<file path="config.mk">
export PLATFORM = sky130hd
export DESIGN_NAME = updown_counter_prog
export DESIGN_NICKNAME = d
export VERILOG_FILES = /design/src/rtl/updown_counter_prog.sv
export SDC_FILE = /design/constraint.sdc
export NUM_CORES = 1
export LEC_CHECK = 0
export CAP_MARGIN = 10
export CORE_MARGIN = 4
export CORE_UTILIZATION = 45
export CTS_CLUSTER_DIAMETER = 200
export DETAILED_ROUTE_END_ITERATION = 8
export MAX_ROUTING_LAYER = met4
export PLACE_DENSITY_LB_ADDON = 0.15
export SLEW_MARGIN = 10
export SYNTH_ARGS = -nofsm -noshare
export SYNTH_HDL_FRONTEND = slang
export SYNTH_SLANG_ARGS = --single-unit
</file>
<file path="constraint.sdc">
create_clock -name clk -period 6.5 [get_ports clk]
set_input_delay 0.65 -clock clk [delete_from_list [all_inputs] [get_ports clk]]
set_output_delay 0.65 -clock clk [all_outputs]
set_load 0.03 [all_outputs]
</file>
<file path="src/rtl/updown_counter_prog.sv">
// updown_counter_prog
//   Programmable up/down counter. It has a loadable upper limit, a step size,
//   and three overflow modes: wrap, saturate and one-shot. It also provides a
//   registered terminal-count pulse and a sticky one-shot done flag.
//   It serves as the iteration/bit counter for the shift-add multiplier and
//   for any controller that needs a bounded, self-stopping count.
//
// Ports
//   clk      : rising-edge clock
//   rst      : asynchronous active-high reset
//   load     : synchronous load of count and configuration (beats en)
//   en       : count enable (ignored while done = 1)
//   up_down  : 1 = count up, 0 = count down
//   data_in  : count value captured on load (clamped to limit_in)
//   limit_in : upper bound captured on load
//   step_in  : step size captured on load (0 is captured as 1)
//   mode_in  : 00 wrap, 01 saturate, 10 one-shot, 11 same as wrap
//   data_out : current count
//   end_flag : combinational, high when data_out == 0
//   tc_pulse : registered terminal-count / overflow indication
//   done     : sticky one-shot completion flag
module updown_counter_prog #(
  parameter int N      = 8,
  parameter int STEP_W = 4
) (
  input  logic              clk,
  input  logic              rst,
  input  logic              load,
  input  logic              en,
  input  logic              up_down,
  input  logic [N-1:0]      data_in,
  input  logic [N-1:0]      limit_in,
  input  logic [STEP_W-1:0] step_in,
  input  logic [1:0]        mode_in,
  output logic [N-1:0]      data_out,
  output logic              end_flag,
  output logic              tc_pulse,
  output logic              done
);

  typedef enum logic [1:0] {
    MODE_WRAP    = 2'b00,
    MODE_SAT     = 2'b01,
    MODE_ONESHOT = 2'b10,
    MODE_WRAP_ALT = 2'b11
  } mode_t;

  logic [N-1:0]      count;
  logic [N-1:0]      limit_r;
  logic [STEP_W-1:0] step_r;
  mode_t             mode_r;
  logic              tc;
  logic              done_r;

  // Next-state datapath, evaluated in N+1 bits so that limit = 2^N-1 with an
  // up step cannot alias back into range.
  logic [N:0]   step_ext;
  logic [N:0]   sum;
  logic         over;
  logic         under;
  logic         saturating;
  logic [N-1:0] nxt;
  logic [N-1:0] term;
  logic         hit;

  always_comb begin
    step_ext   = {{(N+1-STEP_W){1'b0}}, step_r};
    sum        = {1'b0, count} + step_ext;
    over       = sum > {1'b0, limit_r};
    under      = {1'b0, count} < step_ext;
    saturating = (mode_r == MODE_SAT) || (mode_r == MODE_ONESHOT);
    nxt        = count;
    term       = '0;
    hit        = 1'b0;
    if (up_down) begin
      term = limit_r;
      if (over) begin
        nxt = saturating ? limit_r : '0;
      end else begin
        nxt = sum[N-1:0];
      end
      hit = over || (nxt == limit_r);
    end else begin
      term = '0;
      if (under) begin
        nxt = saturating ? '0 : limit_r;
      end else begin
        nxt = count - step_ext[N-1:0];
      end
      hit = under || (nxt == '0);
    end
  end

  always_ff @(posedge clk or posedge rst) begin
    if (rst) begin
      count   <= '0;
      limit_r <= '1;
      step_r  <= STEP_W'(1);
      mode_r  <= MODE_WRAP;
      done_r  <= 1'b0;
      tc      <= 1'b0;
    end else if (load) begin
      count   <= (data_in > limit_in) ? limit_in : data_in;
      limit_r <= limit_in;
      step_r  <= (step_in == '0) ? STEP_W'(1) : step_in;
      mode_r  <= mode_t'(mode_in);
      done_r  <= 1'b0;
      tc      <= 1'b0;
    end else if (en && !done_r) begin
      count <= nxt;
      tc    <= hit;
      if ((mode_r == MODE_ONESHOT) && (nxt == term)) begin
        done_r <= 1'b1;
      end
    end else begin
      tc <= 1'b0;
    end
  end

  assign data_out = count;
  assign end_flag = (count == '0);
  assign tc_pulse = tc;
  assign done     = done_r;

endmodule

</file>
; ---- Word level (Yosys, flattened, before mapping)
; Index checks and enable logic that the tools add are counted.
[op_classes]
n_lt_le_gt_ge = 3
muxes = 18
reduce_logical = 12
add_sub_neg = 2
n_eq_ne = 4
[op_table]
columns = operator, count
row1 = $mux W8, 11
row2 = $eq A8 B8 Y1, 2
row3 = $logic_not A8 Y1, 2
row4 = $add A8 B4 Y9, 1
row5 = $gt A9 B8 Y1, 1
row6 = $gt A8 B8 Y1, 1
row7 = $lt A8 B4 Y1, 1
row8 = $sub A8 B4 Y8, 1
row9 = $mux W1, 6
row10 = $logic_not A4 Y1, 1
row11 = $mux W4, 1
row12 = $reduce_bool A2 Y1, 2
row13 = $logic_or A1 B1 Y1, 3
row14 = $eq A2 B1 Y1 const B, 1
row15 = $eq A2 B2 Y1 const B, 1
row16 = $logic_and A1 B1 Y1, 2
row17 = $reduce_and A2 Y1, 1
row18 = $logic_not A1 Y1, 1
[totals]
inputBits = 27
regBits = 24
out_inout_bits = 11
word_cells = 45

; ---- Logic depth before layout (Yosys ltp)
[logic_depth]
ltp_word = 11
mapped_depth = 16
depth_no_buf = 15

; ---- Worst setup path before layout
; Ideal clock, no wire load.
[synth_path]
kind = register to register
startpoint = register count[2] (netlist: data_out[2])
endpoint = register tc (netlist: tc_pulse)
setup_time_ps = 87
required_time_ps = 6413
arrival_time_ps = 3609
stages_incl_launch_ff = 16
synth_period_minus_slack_ps = 3695
n_path_buf = 1
path_slack_ps = 2805
cell_sequence = dfrtp_1 ha_1 buf_6 or3b_1 a31oi_1 o21ai_1 xor2_1 inv_2 ha_1 nand3_1 nor3_1 o22a_1 nand4_1 a2111o_1 a211o_1 a211oi_2
[synth_via]
elab_chain_cells = 9
elab_cells_between_ends = 15
cone_classes = add/sub (2) / order compare (2) / eq/ne (1) / mux (7) / reduce/logical (3)
[synth_rtl]
columns = element, line
row1 = from (decl), 48  ; logic [N-1:0] count;
row2 = from (signal assigned), 103  ; count <= (data_in > limit_in) ? limit_in : data_in;
row3 = from (signal assigned), 110  ; count <= nxt;
row4 = $add A8 B4 Y9, 68  ; sum = {1'b0, count} + step_ext;
row5 = $gt A9 B8 Y1, 69  ; over = sum > {1'b0, limit_r};
row6 = $mux W8, 77  ; if (over) begin
row7 = $mux W8, 75  ; if (up_down) begin
row8 = $eq A8 B8 Y1, 82  ; hit = over || (nxt == limit_r);
row9 = $logic_or A1 B1 Y1, 82
row10 = $mux W1 *, 75
row11 = $mux W1 *, 109  ; end else if (en && !done_r) begin
row12 = $mux W1 *, 102  ; end else if (load) begin
row13 = to (signal assigned), 111  ; tc <= hit;
row14 = to (decl), 52  ; logic tc;
; Every way passes the cells marked *; elsewhere a longest branch is shown, timed or not. The select of a mux whose other input is x is not followed.
; A chain may end at the register's enable or synchronous reset.

; ---- Worst setup path after layout
[layout_path]
startpoint = register count[2] (netlist: data_out[2])
endpoint = register count[1] (netlist: data_out[1])
[layout_via]
elab_chain_cells = 7
elab_cells_between_ends = 10
cone_classes = add/sub (1) / order compare (2) / mux (7)
[layout_rtl]
columns = element, line
row1 = $add A8 B4 Y9, 68
row2 = $gt A9 B8 Y1, 69
row3 = $mux W8, 77
row4 = $mux W8, 75
row5 = $mux W8 *, 75
row6 = $mux W8 *, 109
row7 = $mux W8 *, 102
; Marked as above.

==> impl_metrics.yaml <==
run_status:
  status: "finished, final reports clean"
worst_setup_path:
  cpPeakStageDelay_ns: 0.44
  cpMaxStageDelayCell: "sky130_fd_sc_hd__ha_1"
  critPathRequiredTime_ns: 6.67
  r2r_end: "data_out[1]"
  r2r-start: "data_out[2]"
  worstRegToRegCells: 14
  crit_chain: "ha_1 -> or3b_1 -> a31oi_1 -> o21ai_1 -> xor2_1 -> inv_2 -> ha_1 -> nand3_1 -> nor3_1 -> o22ai_1 -> nor2_1 -> nand2_1 -> a31o_1 -> a221oi_1"
  timing.critical_path.fanout_max: 8
  crit_family: "simple AND/OR/NAND/NOR gates"
  critPathArrivalTime_ns: 4.21
  timing.critical_path.buf_inv: 1
  timing.setup.critical_path_class: "register to register"
  critical_path.most_common_cell: "sky130_fd_sc_hd__ha_1"
  setup.worst_path.start_class: "register"
  setup_slack_of_the_worst_register_to_register_path_ns: 2.46
  endpoint_kind: "register"
worst_hold_path:
  hold_path_startpoint: "mode_r[1]"
  whs_path_depth: 1
  min_to: "mode_r[1]"
  holdCritPathClass: "register to register"
detailed_routing:
  first_pass_iters: 5
  dr.first_iter.drc_count: 284
  mean_number_of_vias_per_cell: 6.04
  vias: 2465
  drt_drc_violations_left: 0
  routed_wl_per_cell_microns: 17.1
  finalWirelength_microns: 6990
  antenna_violation_net_count_after_detailed_routing: 0
floorplanning:
  io-pin-count: 38
  floorplan.rows: 27
  die_width_microns: 83.4
  core_region_area_sq_um: 5510
  floorplan.initialDensity_pct: 46.5
  die-height_microns: 83.4
  die-area_sq_um: 6960
finish:
  antenna-diode-count: 0
  multi_input_logic_area_sq_um: 1760
  areaGrowthSynthToFinish_pct: 17.2
  finish.net_count: 391
  seqCellArea_sq_um: 612
  filler_cells_inserted: 530
  layout_cells_sized_above_1_pct: 8.33
grt:
  grt-ovfl-total: 0
  maximum_number_of_pins_on_one_net_before_global_route_repair: 40
  number_of_antenna_violations_at_the_first_check_in_global_routing: 0
  gr-usage-all-layers_pct: 20.6
  vias_in_the_first_global_route: 2287
  wire_length_of_the_first_global_routing_pass_microns: 11500
sta:
  hold_viol: 0
  min_period_ns: 4.04
  finClkSkew_ns: 0.00846
  clock.fmax_ghz: 0.248
  finalCritPeriodShare_pct: 62.1
  slew_headroom_pct: 33.7
  maxSlewViolCount: 0
  grt_setup_unrepaired: "false"
  hold-worst-slack_ns: 0.520
  timing.final.ws_setup_ns: 2.46
  worstMarginPinSlew_ns: 0.995
  setup-violations-final: 0
  setup_tns_ns: 0
run:
  cap_viol_max_count: 0
clock_tree:
  ctsHtreeMaxLevel: 1
  clock_tree.root_cell: "sky130_fd_sc_hd__clkbuf_8"
  cts_tree: "built"
  cts.path.max_buffers: 2
  clk_latency_ns: 0.27
  ctsHoldBuffers: 0
  post_cts_resize_count: 0
  cts_post_setup_buffers_inserted: 0
  tritoncts.num_buffers: 3
  clk_transition_reported_paths_ns: 0.09
  numClockSinks: 24
logic_synthesis:
  syn-instance-count: 308
  count_of_different_cell_masters_after_synthesis: 60
  ys.flop_type: "sky130_fd_sc_hd__dfrtp_1"
  ys_top_cells_by_area: "sky130_fd_sc_hd__dfrtp_1 (15%), sky130_fd_sc_hd__ha_1 (12%), sky130_fd_sc_hd__dfstp_2 (9.2%)"
  syn_area_sq_um: 2560
  netlist.area_leader.share_pct: 14.7
  yosysSeqAreaShare_pct: 23.9
  synth_warnings: 0
  synth_register_bits: 24
  asyncSetResetFlopFracSynth_pct: 100
  synth.largest_area_cell: "sky130_fd_sc_hd__dfrtp_1"
  syn-num-nets: 362
  synthesis.area_per_instance_sq_um: 8.32
  synthTopCellsByCount: "sky130_fd_sc_hd__inv_1 (27), sky130_fd_sc_hd__nand2_1 (26), sky130_fd_sc_hd__o21ai_0 (26)"
  synth-edff-count: 0
  synth_most_common_cell: "sky130_fd_sc_hd__inv_1"
power_and_ir_drop:
  ratio_of_total_power_to_cell_area_nw_per_um2: 303
  vdd_drop_max_v: 0.000173
  static-leakage-power_nw: 1.27
placement:
  dp_hpwl_microns: 5610
  finalWeightedCongestion: 0.923
  pre_cts_ws_ns: 2.54
  placement.io_buffers: 37
-- registers in the layout (all words and copies together) (netlist names) --
signal and cells:
tc_pulse 1, mode_r 2, step_r 4, limit_r 8
done 1, data_out 8
-- how the worst max path moves through the flow --
stage                      from          end  slack, ns  cells after the start
finish              data_out[2]  data_out[1]       2.46                     14
global placement    data_out[2]     tc_pulse       2.53                     14
CTS                 data_out[2]     tc_pulse       2.50                     14
floorplan           data_out[2]     tc_pulse       2.80                     15
global route        data_out[2]  data_out[4]       2.16                     13
detailed placement  data_out[2]     tc_pulse       2.54                     14
-- cell families after synthesis --
kind of cell / after synthesis / share of synthesized area (%)
multiplexers: 12 / 4.79
XOR/XNOR: 11 / 4.89
AND/OR/NAND/NOR: 95 / 18.4
adder cells (fa/ha/maj): 27 / 13.8
AO/OA/AOI/OAI: 97 / 27.0
buffers and inverters: 42 / 7.33
flip-flops: 24 / 23.9
-- report_power, final --
group	total (mW)	leakage (nW)	switching, mW	internal, mW
Clock	0.105	0.0288	0.0512	0.0542
Sequential	0.223	0.274	0.0477	0.175
Combinational	0.582	0.971	0.337	0.245
-- placed cells by master, fill, tap and decap left out, drive strengths merged, types with 9 or more instances in the layout --
cell,n
a211oi,9
a21o,9
a21oi,10
clkdlybuf4s50,37
dfrtp,15
dfstp,9
ha,25
inv,28
mux2i,10
nand2,26
nand3,9
nor2,23
o21ai,28
-- per-layer routing --
metal	vias to the layer above	global-route usage (%)	part of all wire (%)
li1	1174	-	-
met3	11	1.59	6.6
met4	0	5.12	1.4
met2	110	32.1	45
met5	-	-	0
met1	1170	29.1	47
-- per-stage QoR --
stage / total power, mW / util (%) / instances / area, sq um
finish: 0.910 / 54.5 / 408 / 3000
detailed placement: 0.796 / 53.5 / 404 / 2950
floorplan: 0.645 / - / 308 / 2560
global placement: 0.802 / 53.5 / 404 / 2950
global route: 0.977 / 54.5 / 408 / 3000
CTS: 0.903 / 54.5 / 408 / 3000
-- area by class of cell --
cell class	count	share of cell area, %
clock buffers	4	1.83
inverters	28	3.50
multi-input cells	242	58.7
flip-flops and latches	24	20.4
well taps	72	3.00
repair buffers	38	12.6
(Power assumes the default switching activity.)
